--- config.mk ---
export PLATFORM = sky130hd
export DESIGN_NAME = counter_ctrl
export DESIGN_NICKNAME = d
export VERILOG_FILES = /design/src/rtl/counter_ctrl.sv
export SDC_FILE = /design/constraint.sdc
export NUM_CORES = 1
export LEC_CHECK = 0
export ABC_AREA = 1
export BUFFER_PORTS_ARGS = -buffer_cell sky130_fd_sc_hd__buf_2
export CORE_UTILIZATION = 40
export DETAILED_ROUTE_END_ITERATION = 16
export PLACE_DENSITY = 0.67
export SYNTH_ARGS = -nofsm -noshare
export SYNTH_HDL_FRONTEND = slang
export SYNTH_SLANG_ARGS = --single-unit
--- constraint.sdc ---
create_clock -name clk -period 1.65 [get_ports clk]
set_input_delay 0.33 -clock clk [delete_from_list [all_inputs] [get_ports clk]]
set_output_delay 0.33 -clock clk [all_outputs]
set_load 0.005 [all_outputs]
--- src/rtl/counter_ctrl.sv ---
// Push-button front-end for the 4-bit up/down counter: synchronise, debounce and edge-detect three
// buttons into down/step/held mode levels, plus a periodic tick. Define COUNTER_CTRL_AUTOREV_EN for auto-reverse.
module counter_ctrl #(
  parameter int DEBOUNCE_CYCLES = 4,
  parameter int TICK_DIV        = 8
) (
  input  logic       clk,
  input  logic       nrst,
  input  logic       btn_dir,
  input  logic       btn_step,
  input  logic       btn_hold,
  input  logic [3:0] count,
  output logic       down,
  output logic       step,
  output logic       tick,
  output logic       held
);

  localparam int CNT_W = (DEBOUNCE_CYCLES > 1) ? $clog2(DEBOUNCE_CYCLES) : 1;
  localparam int DIV_W = $clog2(TICK_DIV);
  localparam logic [CNT_W-1:0] CNT_LAST = CNT_W'(DEBOUNCE_CYCLES - 1);
  localparam logic [DIV_W-1:0] DIV_LAST = DIV_W'(TICK_DIV - 1);

  logic [2:0]       w_btn;
  logic [2:0]       w_press;
  logic             w_down_nxt;
  logic             w_step_nxt;
  logic             w_held_nxt;

  logic             r_down;
  logic             r_step;
  logic             r_tick;
  logic             r_held;
  logic [DIV_W-1:0] r_div;

  assign w_btn = {btn_hold, btn_step, btn_dir};

  for (genvar g = 0; g < 3; g++) begin : g_btn
    logic             r_s1;
    logic             r_s2;
    logic             r_db;
    logic [CNT_W-1:0] r_cnt;

    // NOTE: non-blocking assignments let every register sample the pre-edge values, so the two
    // synchroniser stages really are two stages and not one wire.
    always_ff @(posedge clk or negedge nrst) begin
      if (!nrst) begin
        r_s1 <= 1'b0;
        r_s2 <= 1'b0;
      end else begin
        r_s1 <= w_btn[g];
        r_s2 <= r_s1;
      end
    end

    // NOTE: the debounce counter is reset along with the level, otherwise a press pending at reset
    // would complete early afterwards.
    always_ff @(posedge clk or negedge nrst) begin
      if (!nrst) begin
        r_db  <= 1'b0;
        r_cnt <= '0;
      end else if (r_s2 == r_db) begin
        r_cnt <= '0;
      end else if (r_cnt == CNT_LAST) begin
        r_db  <= r_s2;
        r_cnt <= '0;
      end else begin
        r_cnt <= r_cnt + 1'b1;
      end
    end

    // Press fires on the same edge the debounced level rises.
    assign w_press[g] = r_s2 && !r_db && (r_cnt == CNT_LAST);
  end

  assign w_step_nxt = r_step ^ w_press[1];
  assign w_held_nxt = r_held ^ w_press[2];

`ifdef COUNTER_CTRL_AUTOREV_EN
  logic w_up_lim;
  logic w_dn_lim;

  // NOTE: every path assigns w_down_nxt, so no latch is inferred.
  always_comb begin
    w_up_lim = !r_down && (r_step ? (count >= 4'd14) : (count == 4'd15));
    w_dn_lim = r_down && (r_step ? (count <= 4'd1) : (count == 4'd0));
    if (w_up_lim)      w_down_nxt = 1'b1;
    else if (w_dn_lim) w_down_nxt = 1'b0;
    else               w_down_nxt = r_down ^ w_press[0];
  end
`else
  logic w_count_unused;
  assign w_count_unused = ^count;
  assign w_down_nxt     = r_down ^ w_press[0];
`endif

  always_ff @(posedge clk or negedge nrst) begin
    if (!nrst) begin
      r_down <= 1'b0;
      r_step <= 1'b0;
      r_held <= 1'b0;
    end else begin
      r_down <= w_down_nxt;
      r_step <= w_step_nxt;
      r_held <= w_held_nxt;
    end
  end

  // Freeze on the upcoming held level so a hold landing on a wrap edge swallows that tick.
  always_ff @(posedge clk or negedge nrst) begin
    if (!nrst) begin
      r_div  <= '0;
      r_tick <= 1'b0;
    end else if (w_held_nxt) begin
      r_tick <= 1'b0;
    end else if (r_div == DIV_LAST) begin
      r_div  <= '0;
      r_tick <= 1'b1;
    end else begin
      r_div  <= r_div + 1'b1;
      r_tick <= 1'b0;
    end
  end

  assign down = r_down;
  assign step = r_step;
  assign tick = r_tick;
  assign held = r_held;

endmodule

* Word-level counts from Yosys, hierarchy flattened
Cells that the tools add are included.
Storage, ports and cells: memories kept 0, bits in writable memories 0, flip-flop bits (word level) 22, latch bits 0, logic and storage cells 55, memory bits (read-only) 0
Operators by class: reductions and logical operators 12, multipliers 0, equal/unequal tests 7, magnitude comparators 0, divide/modulo/power cells 0, shifts and indexed selects 0, add/sub/neg operators 4, bitwise logic cells 6, multiplexer cells 9
Operator list (count):
- $mux 2 | 6
- $add 2x1->2 const B | 3
- $eq 2x2->1 const B | 3
- $logic_and 1x1->1 | 6
- $reduce_and 2->1 | 3
- $add 3x1->3 const B | 1
- $eq 1x1->1 | 3
- $eq 3x3->1 const B | 1
- $logic_not 1->1 | 3
- $mux 3 | 1
- $not 1->1 | 3
- $xor 1x1->1 | 3
- $mux 1 | 2

* Depth between registers and ports, before layout
Gate-level depths: netlist (run 1).
word-level depth 5, gate-level depth with buffers 7, mapped depth without buffers 7

* Least setup slack after synthesis (run 1)
OpenSTA, ideal clock, no wires.
path kind register to register, start point register r_div[0], end point register r_div[2], stages on the path, launching flop included 5, setup slack 0.595 ns, path buffers 0, period minus slack after synthesis 1.055 ns, arrival time 0.939 ns, path through dfrtp_1 > ha_1 > ha_1 > nand3_1 > nand2_1
Between the ends: cells in the longest elaborated chain, start to end 2, elaborated cells between the ends (all ways) 3
Ends and longest elaborated chain:
- start, declared | line 34 | logic [DIV_W-1:0] r_div;
- start signal, assigned | line 120 | r_div <= r_div + 1'b1;
- $add 3x1->3 or $eq 3x3->1 (tied branches) | line 120, 116
- $mux 3 (*) | line 116 | end else if (r_div == DIV_LAST) begin
Mark *: on every way between the ends. The rest lies on a longest branch, timed or not. A chain may end at the register's enable or synchronous reset.

* Final worst setup path (run 1)
start point register r_held (netlist: held), end point output port held
RTL lines:
- start, declared | line 33 | logic r_held;
- start signal, assigned | line 105 | r_held <= w_held_nxt;
- end, declared | line 16 | output logic held
No word-level cell between the ends.

==> results of run 1 <==
## cells by family after synthesis
group / after synthesis / synth area share, %
and+or+nand+nor: 30 / 15.3
AOI/OAI and AO/OA: 3 / 1.75
DFF: 22 / 64.0
buffers and inverters: 12 / 5.24
xor gates and xnor gates: 2 / 2.04
adders and majority gates: 8 / 11.6
## repair_timing
action / CTS / global route
endpoints found under the hold margin: 22 / 0
hold buffers: 1 / 0
endpoints found under the setup margin: 0 / 0
## state kept, by name, summed over array words and instances (netlist names)
name	count
g_btn.r_cnt	6
g_btn.r_s1	3
g_btn.r_db	3
r_div	3
g_btn.r_s2	3
down	1
tick	1
held	1
step	1
## worst max path at each step
stage,cells past startpoint,endpoint
floorplan,4,r_div[2]
global placement,5,r_div[1]
detailed placement,5,r_div[0]
CTS,1,held
global route,5,r_div[0]
finish,1,held
## per-stage QoR
stage / setup slack (ps) / instance area (um2) / power [mW] / hold WS (ps)
after floorplan: 595 / 860 / 1.21 / 34.4
after global placement: 548 / 933 / 1.32 / 312
after detailed placement: 544 / 933 / 1.36 / 313
after CTS: 455 / 966 / 1.60 / 116
after global routing: 412 / 966 / 1.74 / 103
final: 476 / 966 / 1.56 / 133
## cells in the mapped netlist
master,number
ha_1,8
nand3_2,1
a21oi_1,3
dfrtp_1,22
xnor2_1,2
nand2_1,12
nor2_1,9
nand3_1,3
nor3_1,3
nand2_2,2
inv_1,12
## where the power goes
| group | leakage, nW | switching [mW] | internal, mW |
|---|---|---|---|
| combinational | 0.232 | 0.287 | 0.236 |
| sequential | 0.268 | 0.0886 | 0.723 |
| clock | 0.0138 | 0.138 | 0.0849 |
## area by class of cell
class,count,area (um2)
clock buffers,3,22.5
flip-flops and latches,22,551
multi-input cells,43,264
well taps,27,33.8
inverters,12,45.0
repair buffers,9,50.0
fillers,185,1020
## layer usage
metal  global-route usage (%)  vias to the layer above  share of wire (%)
met5                        0                        -                  0
met4                     7.35                        0                  0
met3                     3.77                        0                2.9
met2                     21.1                        6                 50
met1                     13.3                      235                 47
li1                         -                      265                  -
==> results.yml, run 1 <==
outcome:
  status: "completed"
routing:
  dr_total_vias: 506
  viasPerCell: 4.36
  wl_mm: 1.08
  first_pass_iters: 3
  drt.antenna.violating_nets: 0
  route.detailed.drc: 0
  wl_per_cell_um: 9.31
  first_iter_violations: 3
critical_path:
  end_kind: "primary output"
  crit_family: "flip-flops"
  cp_max_fo: 3
  cp_slowest_cell: "dfrtp_1"
  max_stage_delay_ps: 420
  path_buf_inv: 1
  r2r-end: "r_div[1]"
  path_class: "reg2out"
  rrSetupSlack_ps: 520
  path_cells: "buf_2"
  reg2regPathDepth: 5
  crit_start: "held"
  start_kind: "flip-flop"
  critPathArrivalTime_ps: 840
  r2r_start: "r_div[0]"
  required_ps: 1320
synthesis:
  synth_top_area_cell: "dfrtp_1"
  ys_warn_count: 0
  ys_seq_area_share_pct: 64.0
  postSynthNetCount: 94
  postSynthAreaPerCell_um2: 11.2
  synth_area_leaders: "dfrtp_1, ha_1, inv_1"
  ys_types: 11
  synth-seq-cells: 22
  synth_top_area_share_pct: 64.0
  netlist_area_um2: 860
  syn_inst: 77
placed_design:
  dp.cells: 112
  port_buffers: 8
  gp_congestion: 0.748
  dpl.hpwl_um: 839
grt:
  grt_max_degree: 23
  grt_pass1_wl_mm: 2.14
  grtUsageTotal_pct: 12.3
  first_global_vias: 530
  antenna_found_initial: 0
  overflow: 0
timing:
  min_period_ps: 1170
  finalMaxSlewViolations: 0
  rsz0062_at_grt: "no"
  setup_viol: 0
  fin_skew_ps: 5.54
  fmax_mhz: 852
  hold_viol_final: 0
  tightest_slew_ps: 458
  setup-tns-final_ps: 0
  slew_headroom_pct: 69.5
  fin_crit_sh_pct: 71.1
clocking:
  htree_num_levels: 1
  cts-root-buf: "clkbuf_4"
  cts_buffers: 3
  cts_tree: "built"
  cts_resized: 0
  clock_path_buffers: 2
  cts_setup_buffers: 0
  clk_latency_ps: 290
  path_clk_slew_ps: 110
  clock-sinks: 22
hold_path:
  hp-start: "btn_dir"
  hold_end: "g_btn[0].r_s1"
  hold-path-cell-count: 1
  min_path_type: "in2reg"
power:
  vdd_drop_max_v: 0.000569
  p_per_area_nw_per_um2: 1610
  p_leak_nw: 0.514
floorplan:
  die_area_um2: 2340
  rows: 16
  start_util_pct: 43.4
  die_w_um: 48.4
  coreArea_um2: 1980
  ios: 13
  die_h_um: 48.4
layout:
  drive_gt1_share_pct: 15.7
  antenna_cells: 0
  fin_cells: 116
  final_common_cell: "dfrtp_1"
  layout.nets: 108
  fin_util_pct: 48.7
  layout_common_cells: "dfrtp_1, nand2_1, inv_1, nor2_1"
  syn_to_final_growth_pct: 12.4
job:
  drv_cap: 0
(Power assumes the default switching activity.)
==> run 2, diff against run 1 <==
--- a/config.mk
+++ b/config.mk
@@ -9,7 +9,7 @@
 export BUFFER_PORTS_ARGS = -buffer_cell sky130_fd_sc_hd__buf_2
 export CORE_UTILIZATION = 40
 export DETAILED_ROUTE_END_ITERATION = 16
-export PLACE_DENSITY = 0.67
+export PLACE_DENSITY = 0.7
 export SYNTH_ARGS = -nofsm -noshare
 export SYNTH_HDL_FRONTEND = slang
 export SYNTH_SLANG_ARGS = --single-unit
==> constraint.sdc (replaced) <==
create_clock -name clk -period 1 [get_ports clk]
set_input_delay 0.2 -clock clk [delete_from_list [all_inputs] [get_ports clk]]
set_output_delay 0.2 -clock clk [all_outputs]
set_load 0.005 [all_outputs]
==> run 2 against run 1 <==
  * The flow now finishes with violations (negative setup slack)
  * Cell area grew 29%
  * Via count is 17% higher
  * Clock skew shrank 5.2 ps
  * Count of clock-buffer cells in the layout is the same
  * Critical path type is now reg2reg
  * Critical endpoint is now r_div[2]
  * Largest power group is now combinational cells
==> results.yml, run 2 (synthesized netlist as in run 1, its figures left out) <==
outcome:
  violations: "negative setup slack"
  status: "complete, but fails checks"
routing:
  first_iter_violations: 6
  route.detailed.drc: 0
  viasPerCell: 4.44
  first_pass_iters: 4
  wl_mm: 1.49
  wl_per_cell_um: 11.2
  drt.antenna.violating_nets: 0
  dr_total_vias: 591
timing:
  fmax_mhz: 939
  slew_headroom_pct: 68.6
  hold_slack_ps: 361
  rsz0062_at_grt: "yes"
  hold_viol_final: 0
  setup_viol: 11
  finalMaxSlewViolations: 0
  min_period_ps: 1060
  layout_setup_ws_ps: -64.9
  fin_crit_sh_pct: 106
  fin_skew_ps: 0.334
  tightest_slew_ps: 471
critical_path:
  required_ps: 1200
  r2r_start: "g_btn[2].r_db"
  cpMostUsedCell: "nand2_4"
  path_cells: "inv_2 -> ha_4 -> nand2_4 -> nand2_4 -> nand2_4 -> nand2_2 -> nand2_1"
  start_kind: "flip-flop"
  cp_slowest_cell: "dfrtp_1"
  path_class: "reg2reg"
  cp_max_fo: 5
  path_buf_inv: 1
  max_stage_delay_ps: 400
  crit_start: "g_btn[2].r_db"
  end_kind: "flip-flop"
  critPathArrivalTime_ps: 1270
  crit_family: "flip-flops"
grt:
  first_global_vias: 599
  antenna_found_initial: 0
  use_met1_pct: 15.8
  grtUsageTotal_pct: 13.5
  use_met2_pct: 23.9
  grt_max_degree: 23
  overflow: 0
  grt_pass1_wl_mm: 2.47
  groute.layer.met3.usage_pct: 4.72
  top_usage_layer: "met2"
layout:
  fill_cells: 152
  layout.nets: 125
  syn_to_final_growth_pct: 45.1
  layout_common_cells: "dfrtp_1, buf_4, buf_2"
  drive_gt1_share_pct: 49.1
  largest_register_ffs: 6
  final_common_cell: "dfrtp_1"
  regMostFlops: "g_btn.r_cnt"
  antenna_cells: 0
floorplan:
  die_w_um: 48.4
  start_util_pct: 43.4
  die_h_um: 48.4
  coreArea_um2: 1980
  ios: 13
  rows: 16
  die_area_um2: 2340
placed_design:
  pre_cts_ws_ps: -136
  gp_congestion: 0.686
  dpl.hpwl_um: 876
  port_buffers: 8
hold_path:
  hp-start: "g_btn[2].r_s1"
  min_path_type: "reg2reg"
clocking:
  clock-sinks: 22
  path_clk_slew_ps: 100
  htree_num_levels: 1
  cts_buffers: 3
  cts-root-buf: "clkbuf_4"
  cts_tree: "built"
  clock_path_buffers: 2
  clk_latency_ps: 300
power:
  vdd_drop_max_v: 0.00183
  finalPower_mw: 3.46
  p_per_area_nw_per_um2: 2770
  p_leak_nw: 0.615
job:
  drv_cap: 0
run 2: cell types whose count changed in the layout (fill, tap and decap cells not counted), moves of 2 or more:
cell / previous run / this run
nand2_2: 2 / 4
inv_2: 0 / 5
inv_1: 12 / 6
ha_1: 8 / 2
nand2_1: 12 / 6
nor2_2: 0 / 4
ha_4: 0 / 6
dlygate4sd3_1: 1 / 4
nand2_4: 0 / 4
nor2_1: 9 / 4
buf_4: 0 / 13
run 2: what timing repair did:
action / 4_1_cts / 5_1_grt
gates resized for setup: 20 / 14
pin swaps: 11 / 12
hold endpoints to repair: 25 / 0
setup endpoints to repair: 13 / 12
hold buffers: 4 / 0
setup buffers: 4 / 6
run 2: final timing paths:
check	end	slack, ps	cells after the start
worst max-delay path	r_div[2]	-60	7
worst min-delay path	g_btn[2].r_s2	360	0
worst min register to register	g_btn[2].r_s2	360	0
max in group asynchronous	g_btn[1].r_s2	310	2
min in group asynchronous	g_btn[0].r_s1	370	2
worst max register to register	r_div[2]	-60	7
run 2: report_power, final:
part           switching, mW  internal [mW]
Sequential             0.203           1.19
Clock                  0.238          0.141
Combinational          0.788          0.896
Total                   1.23           2.23
run 2: layout make-up:
| cell class | instances | area, um2 | area share, % |
|---|---|---|---|
| multi-input combinational | 43 | 404 | 32.4 |
| tap | 27 | 33.8 | 2.71 |
| inverter | 12 | 47.5 | 3.81 |
| clock buffer | 3 | 22.5 | 1.81 |
| sequential | 22 | 551 | 44.1 |
| timing repair buffer | 26 | 189 | 15.1 |
run 2: worst reg2reg max path: cells and delay by family (launching register included):
kind | cells | cell delay (ps)
adders and majority gates | 1 | 160
buffers and inverters | 1 | 80
and+or+nand+nor | 5 | 320
DFF | 1 | 400
run 2: metal layers:
layer	routed length [um]	vias to the layer above	share of wire [%]
met2	837	9	56
met5	0	-	0
met4	17	0	1.1
li1	-	297	-
met1	591	283	40
met3	48	2	3.2
run 2: per-stage QoR:
stage | util [%] | instances | instance area (um2) | TNS [ps]
after global placement | 48.9 | 116 | 968 | -325
after CTS | 57.9 | 127 | 1150 | -360
after global routing | 62.9 | 133 | 1250 | -854
after floorplan | - | 77 | 865 | -6.48
after detailed placement | 48.9 | 116 | 968 | -685
final | 62.9 | 133 | 1250 | -369
